<file path="config.mk">
export PLATFORM = sky130hd
export DESIGN_NAME = pi_accumulator
export DESIGN_NICKNAME = d
export VERILOG_FILES = /design/src/rtl/pi_pkg.sv /design/src/rtl/pi_sat_clamp.sv /design/src/rtl/pi_accumulator.sv
export SDC_FILE = /design/constraint.sdc
export NUM_CORES = 1
export LEC_CHECK = 0
export CAP_MARGIN = 20
export CORE_MARGIN = 1
export CORE_UTILIZATION = 30
export DETAILED_ROUTE_END_ITERATION = 12
export HOLD_SLACK_MARGIN = 0.03
export SLEW_MARGIN = 20
export SYNTH_ARGS = -nofsm -noshare
export SYNTH_HDL_FRONTEND = slang
export SYNTH_SLANG_ARGS = --single-unit
export TNS_END_PERCENT = 100
</file>
<file path="constraint.sdc">
create_clock -name clk -period 3.7 [get_ports clk]
set_input_delay 0.74 -clock clk [delete_from_list [all_inputs] [get_ports clk]]
set_output_delay 0.74 -clock clk [all_outputs]
set_load 0.01 [all_outputs]
</file>
<file path="src/rtl/pi_pkg.sv">
`default_nettype none
// ============================================================================
// Module   : pi_pkg
// Purpose  : Shared defaults, FSM state encoding and helpers for the
//            velocity-form PI accumulator.
// Revision : 1.0 - initial release
// ============================================================================
package pi_pkg;

    localparam int IN_W_DEF   = 16;
    localparam int OUT_W_DEF  = 16;
    localparam int U_MAX_DEF  = 32767;
    localparam int U_MIN_DEF  = -32768;
    localparam int SAT_CNT_W  = 8;

    typedef enum logic [1:0] {
        IDLE = 2'd0,
        CALC = 2'd1,
        OUT  = 2'd2
    } pi_state_e;

    function automatic int max_w(input int a, input int b);
        return (a > b) ? a : b;
    endfunction

endpackage
`default_nettype wire

</file>
<file path="src/rtl/pi_sat_clamp.sv">
`default_nettype none
// ============================================================================
// Module   : pi_sat_clamp
// Purpose  : Combinational clamp of a wide signed sum into [U_MIN, U_MAX].
// Ports    : i_sum     - signed input, SUM_W bits
//            o_clamped - clamped result, OUT_W bits
//            o_hi/o_lo - input was above U_MAX / below U_MIN
// Revision : 1.0 - initial release
// ============================================================================
module pi_sat_clamp #(
    parameter int SUM_W = 17,
    parameter int OUT_W = 16,
    parameter int U_MAX = 32767,
    parameter int U_MIN = -32768
) (
    input  logic signed [SUM_W-1:0] i_sum,
    output logic        [OUT_W-1:0] o_clamped,
    output logic                    o_hi,
    output logic                    o_lo
);

    localparam logic signed [SUM_W-1:0] c_max = SUM_W'(U_MAX);
    localparam logic signed [SUM_W-1:0] c_min = SUM_W'(U_MIN);

    always_comb begin
        o_hi      = (i_sum > c_max);
        o_lo      = (i_sum < c_min);
        o_clamped = i_sum[OUT_W-1:0];
        if (o_hi) begin
            o_clamped = c_max[OUT_W-1:0];
        end else if (o_lo) begin
            o_clamped = c_min[OUT_W-1:0];
        end
    end

endmodule
`default_nettype wire

</file>
<file path="src/rtl/pi_accumulator.sv">
`default_nettype none
// ============================================================================
// Module   : pi_accumulator
// Purpose  : Integrates signed per-sample increments into an absolute,
//            clamped actuator command (u[k] = u[k-1] + delta_u[k]).
// Ports    : clk, rst                 - clock, synchronous active-high reset
//            en                       - enables acceptance of new deltas
//            delta_u/in_valid/in_ready- increment input handshake
//            preset_valid/value/ready - bumpless load of the accumulator
//            u_out/out_valid/out_ready- result handshake
//            sat_hi/sat_lo            - last update clamped high / low
//            sat_count                - saturating count of clamp events
// Revision : 1.0 - initial release
// ============================================================================
module pi_accumulator
    import pi_pkg::*;
#(
    parameter int IN_W   = IN_W_DEF,
    parameter int OUT_W  = OUT_W_DEF,
    parameter int U_MAX  = U_MAX_DEF,
    parameter int U_MIN  = U_MIN_DEF,
    parameter int U_INIT = 0
) (
    input  logic                 clk,
    input  logic                 rst,
    input  logic                 en,
    input  logic [IN_W-1:0]      delta_u,
    input  logic                 in_valid,
    output logic                 in_ready,
    input  logic                 preset_valid,
    input  logic [OUT_W-1:0]     preset_value,
    output logic                 preset_ready,
    output logic [OUT_W-1:0]     u_out,
    output logic                 out_valid,
    input  logic                 out_ready,
    output logic                 sat_hi,
    output logic                 sat_lo,
    output logic [SAT_CNT_W-1:0] sat_count
);

    // One extra bit over the wider operand so the sum can never wrap.
    localparam int SUM_W = max_w(IN_W, OUT_W) + 1;

    localparam logic [1:0] c_st_idle = IDLE;
    localparam logic [1:0] c_st_calc = CALC;
    localparam logic [1:0] c_st_out  = OUT;

    generate
        if ((U_MIN >= U_MAX) || (U_INIT < U_MIN) || (U_INIT > U_MAX)) begin : g_param_check
            $error("pi_accumulator: clamp limits or U_INIT out of range");
        end
    endgenerate

    logic [1:0]           r_state;
    logic [IN_W-1:0]      r_delta;
    logic [OUT_W-1:0]     r_u;
    logic                 r_sat_hi;
    logic                 r_sat_lo;
    logic [SAT_CNT_W-1:0] r_sat_cnt;

    logic signed [SUM_W-1:0] w_sum;
    logic signed [SUM_W-1:0] w_pre_ext;
    logic [OUT_W-1:0]        w_sum_clamped;
    logic                    w_sum_hi;
    logic                    w_sum_lo;
    logic [OUT_W-1:0]        w_pre_clamped;
    logic                    w_pre_hi;
    logic                    w_pre_lo;
    logic [1:0]              w_unused_pre_flags;
    logic                    w_in_ready;

    assign w_sum = $signed({{(SUM_W-OUT_W){r_u[OUT_W-1]}}, r_u})
                 + $signed({{(SUM_W-IN_W){r_delta[IN_W-1]}}, r_delta});

    assign w_pre_ext = $signed({{(SUM_W-OUT_W){preset_value[OUT_W-1]}}, preset_value});

    pi_sat_clamp #(
        .SUM_W (SUM_W),
        .OUT_W (OUT_W),
        .U_MAX (U_MAX),
        .U_MIN (U_MIN)
    ) u_sum_clamp (
        .i_sum     (w_sum),
        .o_clamped (w_sum_clamped),
        .o_hi      (w_sum_hi),
        .o_lo      (w_sum_lo)
    );

    // The preset is clamped like any update, but it never counts as a
    // saturation event, so its flags are discarded.
    pi_sat_clamp #(
        .SUM_W (SUM_W),
        .OUT_W (OUT_W),
        .U_MAX (U_MAX),
        .U_MIN (U_MIN)
    ) u_pre_clamp (
        .i_sum     (w_pre_ext),
        .o_clamped (w_pre_clamped),
        .o_hi      (w_pre_hi),
        .o_lo      (w_pre_lo)
    );

    assign w_unused_pre_flags = {w_pre_hi, w_pre_lo};

    // A pending preset takes priority over a delta in the same cycle.
    assign w_in_ready = (r_state == c_st_idle) && en && !preset_valid;

    always_ff @(posedge clk) begin
        if (rst) begin
            r_state   <= c_st_idle;
            r_delta   <= '0;
            r_u       <= OUT_W'(U_INIT);
            r_sat_hi  <= 1'b0;
            r_sat_lo  <= 1'b0;
            r_sat_cnt <= '0;
        end else begin
            case (r_state)
                c_st_idle: begin
                    if (preset_valid) begin
                        r_u       <= w_pre_clamped;
                        r_sat_hi  <= 1'b0;
                        r_sat_lo  <= 1'b0;
                        r_sat_cnt <= '0;
                    end else if (in_valid && w_in_ready) begin
                        r_delta <= delta_u;
                        r_state <= c_st_calc;
                    end
                end
                c_st_calc: begin
                    r_u      <= w_sum_clamped;
                    r_sat_hi <= w_sum_hi;
                    r_sat_lo <= w_sum_lo;
                    if ((w_sum_hi || w_sum_lo) && (r_sat_cnt != {SAT_CNT_W{1'b1}})) begin
                        r_sat_cnt <= r_sat_cnt + 1'b1;
                    end
                    r_state <= c_st_out;
                end
                c_st_out: begin
                    if (out_ready) begin
                        r_state <= c_st_idle;
                    end
                end
                default: begin
                    r_state <= c_st_idle;
                end
            endcase
        end
    end

    assign in_ready     = w_in_ready;
    assign preset_ready = (r_state == c_st_idle);
    assign out_valid    = (r_state == c_st_out);
    assign u_out        = r_u;
    assign sat_hi       = r_sat_hi;
    assign sat_lo       = r_sat_lo;
    assign sat_count    = r_sat_cnt;

endmodule
`default_nettype wire
</file>
==> out/metrics.cfg, run 1 <==
[status]
outcome=completed

[yosys]
synth_edf_count=0
synth_warnings=0
syn-cell-area_sq_um=2900
synth_top_area_share_pct=30.3
synthTopCellsByArea=dfxtp_1, nand2_1, ha_1
async_flop_share_pct=0
avgSynthCellArea_sq_um=8.25
synth_cell_types=67
synth_seq_cells=44
ys_seq_area_share_pct=30.3
synthCells=352
syn_nets=408
synth_top_area_cell=dfxtp_1
ys.flop_type=dfxtp_1

[clocking]
cts_buffer_depth=2
clk_latency_ns=0.30
cts_buffers=5
post_cts_buffers=0
cts_resized=0
clkTransAtPathRegs_ns=0.08
cts.sinks=44
postCtsHoldBufs=0
htreeDepth=2
clock_tree.root_cell=clkbuf_8
tritoncts=yes

[sta]
fmax_mhz=335
tightestPinTransition_ns=0.762
finClkSkew_ns=0.00678
setup_viol_count_final=0
max_slew_margin_pct=49.0
slew_violations=0
tns_ns=0
hold_viol=0
fin_crit_sh_pct=80.6
rsz0062_at_grt=false
fin_crit_ns=2.98
fin_hold_ws_ns=0.467

[critical_path]
crit_end=u_out[14]$_SDFFE_PP0P_
worstRegToRegCells=10
crit_path_max_fanout=15
slowest_stage=a211oi_4
timing.rr.end=u_out[14]$_SDFFE_PP0P_
end_kind=register
critical_path.max_stage_delay_ns=0.67
critical_path_class=register to register
crit_path_start_kind=register
r2r_slack_ns=0.72
timing.critical_path.from=u_out[0]$_SDFFE_PP0P_
crit_path_cell_trace=ha_1, inv_1, fa_1, nand2b_1, a21oi_2, o21ai_2, a21o_1, a211oi_4, nand3_1, a311oi_2
cp.arrival_ns=3.19
crit_required_ns=3.91
r2r-start=u_out[0]$_SDFFE_PP0P_

[pwr]
ir_worst_vdd_v=0.000169
comb_power_share_pct=23.8
swShare_pct=29.0
powerDensity_nw_per_um2=287
switching_power_uw=314
p_seq_share_pct=47.1
leakage_nw=1.40
clkPwrFrac_pct=29.1
p_int_uw=769

[placed_design]
hpwl_mm=5.77
dp.cells=537
io_buffers=66
place.gp.congestion=0.797

[finish]
syn2layout_area_growth_pct=30.1
fill_cells=959
mostFrequentLayoutCells=clkdlybuf4s50_1, nand2_1, dfxtp_1
instances_no_fill=545
drive_gt1_share_pct=10.1
final_common_cell=clkdlybuf4s50_1
nNetsFinal=471
num_antenna_cells=0

[detailed_routing]
wl_per_cell_um=14.4
vias_per_cell=5.22
drt-total-wl_mm=7.84
ant_nets=0
drc=0
vias=2846
drt-initial-drc-count=198
firstDrtPassIters=4

[global_routing]
grt_pass1_wl_mm=12.7
grt_start_max_net_pins=39
grt_usage_pct=16.0
grt_pass1_vias=2706
grt_remaining_overflow=0
antenna_found_initial=0

[job]
drv_cap=0

[floorplanning]
start_util_pct=31.1
die_h_um=100
pin_count=67
coreArea_sq_um=9330
die_area_sq_um=10100
rows=35
die_w_um=100

[min_path]
hold_class=register to register

==> power groups by stage <==
stage / registers, mW / clock network [mW] / logic, mW
6_report: 0.510 / 0.315 / 0.258
5_1_grt: 0.513 / 0.348 / 0.282
4_1_cts: 0.510 / 0.325 / 0.260
3_5_place_dp: 0.521 / 0 / 0.258
3_3_place_gp: 0.521 / 0 / 0.254
2_1_floorplan: 0.523 / 0 / 0.150
==> metal layers <==
metal  part of all wire (%)  up-vias  global-route usage, %  wire length (um)
met4                    1.0        0                   4.57                80
met5                      0        -                      0                 0
met3                    4.9        9                   3.62               382
li1                       -     1425                      -                 -
met2                     46       81                   26.2              3630
met1                     48     1331                   21.0              3750
==> state kept, by name (all words and copies together) (netlist names) <==
signal / count
sat_count: 8
sat_lo: 1
r_delta: 16
sat_hi: 1
r_state: 2
u_out: 16
==> Yosys cell counts, drive strengths merged, types with 3 or more instances <==
master   n
ha      17
a22oi    9
a311oi   5
xnor2    6
a21oi   37
a31oi    4
a211oi  15
o211ai   4
dfxtp   44
o21a     3
nor3     5
o21ai   14
a21o     8
nand2b   7
nand3    8
inv     12
clkbuf   9
nor2    28
buf      4
o31ai    4
nand4    4
and2     5
and3     7
nand2   58
==> through the flow <==
stage | cell area [sq um] | power, mW | util [%] | setup WS (ns)
after floorplan | 2900 | 0.674 | - | 1.03
after global placement | 3690 | 0.775 | 39.5 | 0.758
after detailed placement | 3690 | 0.780 | 39.5 | 0.730
after CTS | 3780 | 1.10 | 40.5 | 0.704
after global routing | 3780 | 1.14 | 40.5 | 0.514
final | 3780 | 1.08 | 40.5 | 0.718
==> critical path, delay by kind of cell, from the launching register on <==
family | cells | cell delay, ns
AO/OA/AOI/OAI | 5 | 1.47
buffers and inverters | 1 | 0.07
flip-flops | 1 | 0.36
adder cells (fa/ha/maj) | 2 | 0.61
AND/OR/NAND/NOR | 2 | 0.38
==> cell families after synthesis <==
logic type                 after synthesis  synth area share, %
xor gates and xnor gates                 8                 2.41
DFF                                     44                 30.3
and+or+nand+nor                        134                 22.2
AOI/OAI and AO/OA                      121                 32.7
buffers and inverters                   25                 3.71
adders and majority gates               18                 8.01
muxes                                    2                0.689
==> final cells by class <==
class                           instances  area (sq um)  share of cell area, %
Multi-Input combinational cell        283          1920                   50.7
Timing Repair Buffer                   69           683                   18.1
Sequential cell                        44           881                   23.3
Inverter                               12          45.0                   1.19
Tap cell                              129           161                   4.27
Clock inverter                          2          10.0                  0.265
Clock buffer                            6          82.6                   2.19
==> worst min-delay path by stage <==
stage                                         from                  endpoint  slack, ns  depth (start not counted)
after global routing       r_delta[0]$_SDFFE_PP0P_   r_delta[0]$_SDFFE_PP0P_       0.48                          2
after global placement     r_delta[9]$_SDFFE_PP0P_   r_delta[9]$_SDFFE_PP0P_       0.45                          2
after floorplan            r_delta[0]$_SDFFE_PP0P_   r_delta[0]$_SDFFE_PP0P_       0.44                          2
after detailed placement   r_delta[0]$_SDFFE_PP0P_   r_delta[0]$_SDFFE_PP0P_       0.45                          2
final                     r_delta[11]$_SDFFE_PP0P_  r_delta[11]$_SDFFE_PP0P_       0.47                          2
after CTS                  r_delta[0]$_SDFFE_PP0P_   r_delta[0]$_SDFFE_PP0P_       0.47                          2
Note: power is estimated with default switching activity, not from simulation.
==> run 2, diff against run 1 <==
clock period = 2.88 ns   (was 3.7 ns; I/O delays follow)
==> out/metrics.cfg, run 2 (same netlist as run 1, synthesis figures left out) <==
[critical_path]
crit_end=sat_count[3]$_SDFFE_PP0P_
timing.rr.end=sat_count[3]$_SDFFE_PP0P_
crit_required_ns=3.12  ; -0.79 ns
crit_path_max_fanout=6  ; -9
timing.critical_path.from=u_out[0]$_SDFFE_PP0P_
end_kind=register
r2r_slack_ns=0.17  ; -0.55 ns
worstRegToRegCells=10  ; unchanged
cp.arrival_ns=2.95  ; -0.24 ns
crit_path_start_kind=register
r2r-start=u_out[0]$_SDFFE_PP0P_
critical_path_class=register to register

[detailed_routing]
ant_nets=0  ; unchanged
vias=2814  ; -1.1%
wl_per_cell_um=14.2  ; -1.4%
drc=0  ; unchanged
drt-total-wl_mm=7.81  ; -0.45%
drt-initial-drc-count=124  ; -37%
vias_per_cell=5.12  ; -2.0%
firstDrtPassIters=4  ; unchanged

[pwr]
swShare_pct=28.9  ; -0.16 points
switching_power_uw=433  ; +38%
powerDensity_nw_per_um2=386  ; +35%
clkPwrFrac_pct=33.6  ; +4.5 points
ir_worst_vdd_v=0.000188  ; +12%
p_int_mw=1.07  ; +39%
leakage_nw=1.44  ; +3.1%
power_mw=1.50  ; +38%
comb_power_share_pct=22.7  ; -1.1 points
p_seq_share_pct=43.8  ; -3.3 points

[finish]
mostFrequentLayoutCells=clkdlybuf4s50_1, nand2_1, dfxtp_1
num_antenna_cells=0  ; unchanged
nNetsFinal=476  ; +1.1%
drive_gt1_share_pct=12.4  ; +2.3 points
finalInstanceArea_sq_um=3880  ; +2.8%
final_common_cell=clkdlybuf4s50_1
syn2layout_area_growth_pct=33.7

[status]
outcome=completed

[global_routing]
use_met2_pct=25.4  ; -0.79 points
gr-usage-met3_pct=2.92  ; -0.70 points
grt-busiest-layer=met2
antenna_found_initial=0  ; unchanged
grt_remaining_overflow=0  ; unchanged
met1_usage_pct=21.3  ; +0.33 points
grt_pass1_wl_mm=12.5  ; -1.6%
grt_start_max_net_pins=37  ; -5.1%
grt_pass1_vias=2635  ; -2.6%
grt_usage_pct=15.7  ; -0.33 points

[floorplanning]
die_h_um=100  ; unchanged
rows=35  ; unchanged
die_area_sq_um=10100  ; unchanged
start_util_pct=31.1  ; unchanged
coreArea_sq_um=9330  ; unchanged
die_w_um=100  ; unchanged
pin_count=67  ; unchanged

[sta]
fmax_mhz=369  ; +10%
fin_crit_ns=2.71  ; -0.274 ns
tns_ns=0  ; unchanged
max_slew_margin_pct=58.5  ; +9.5 points
worst_slack_ns=0.172  ; -0.546 ns
setup_viol_count_final=0  ; unchanged
slew_violations=0  ; unchanged
finClkSkew_ns=0.0127  ; +0.00591 ns
fin_crit_sh_pct=94.0  ; +13 points
tightestPinTransition_ns=0.621  ; -0.141 ns
fin_hold_ws_ns=0.461  ; -0.00617 ns
rsz0062_at_grt=false
hold_viol=0  ; unchanged

[clocking]
clk_latency_ns=0.31  ; about the same
tritoncts=yes
cts.sinks=44  ; unchanged
clock_tree.root_cell=clkbuf_8
postCtsHoldBufs=0  ; unchanged
cts_buffer_depth=2  ; unchanged
htreeDepth=2  ; unchanged
cts_buffers=5  ; unchanged
clkTransAtPathRegs_ns=0.10  ; +0.02 ns

[placed_design]
io_buffers=66  ; unchanged
dpl_cell_area_sq_um=3730  ; +1.2%
hpwl_mm=5.85  ; +1.4%
place.gp.congestion=0.825  ; +3.5%
place_ws_ns=0.0755  ; -0.655 ns

[min_path]
hold_class=register to register
hold_path_depth=2  ; unchanged

[job]
drv_cap=0  ; unchanged

## run 2: cell count changes in the layout (fill, tap and decap cells not counted), sizes merged
| cell | before | now |
|---|---|---|
| clkbuf | 6 | 5 |
| clkinv | 2 | 0 |
| bufinv | 0 | 1 |
| buf | 3 | 8 |
| inv | 12 | 13 |
| clkinvlp | 0 | 1 |
## run 2: layout make-up
type | count | area (sq um)
Fill cell | 966 | 5440
Clock inverter | 3 | 46.3
Clock buffer | 5 | 68.8
Sequential cell | 44 | 882
Timing Repair Buffer | 74 | 733
Tap cell | 129 | 161
Inverter | 12 | 45.0
Multi-Input combinational cell | 283 | 1950
## run 2: metrics by stage
stage,cells,util [%]
2_1_floorplan,352,-
3_3_place_gp,541,40.0
3_5_place_dp,541,40.0
4_1_cts,549,41.2
5_1_grt,550,41.6
6_report,550,41.6
## run 2: metal layers
metal / share of wire (%) / wire length [um]
met2: 45 / 3490
met4: 1.4 / 113
met5: 0 / 0
met1: 48 / 3760
met3: 5.7 / 443
## run 2: power by group through the flow
stage	clock network [mW]	logic [mW]	registers [mW]
4_1_cts	0.515	0.336	0.656
2_1_floorplan	0	0.193	0.672
3_3_place_gp	0	0.332	0.669
6_report	0.503	0.339	0.656
5_1_grt	0.533	0.370	0.660
3_5_place_dp	0	0.334	0.670
## run 2: worst min path at each step
stage,slack (ns),end,from
floorplan,0.44,r_delta[0]$_SDFFE_PP0P_,r_delta[0]$_SDFFE_PP0P_
global placement,0.45,r_delta[9]$_SDFFE_PP0P_,r_delta[9]$_SDFFE_PP0P_
detailed placement,0.45,r_delta[9]$_SDFFE_PP0P_,r_delta[9]$_SDFFE_PP0P_
CTS,0.47,r_delta[9]$_SDFFE_PP0P_,r_delta[9]$_SDFFE_PP0P_
global route,0.49,r_delta[9]$_SDFFE_PP0P_,r_delta[9]$_SDFFE_PP0P_
finish,0.46,r_delta[9]$_SDFFE_PP0P_,r_delta[9]$_SDFFE_PP0P_
## run 2: critical path: stages, from the launching register on
cell	delay, ns
dfxtp_2	0.36
ha_2	0.20
inv_1	0.06
fa_2	0.33
nand2b_4	0.17
a21oi_4	0.19
o21ai_4	0.10
a221o_2	0.43
and3_4	0.18
or4_1	0.49
a21oi_2	0.14
## run 2: timing repair
action,4_1_cts,5_1_grt
buffers inserted,0,1
resized for setup,0,7
endpoints found under the setup margin,0,13
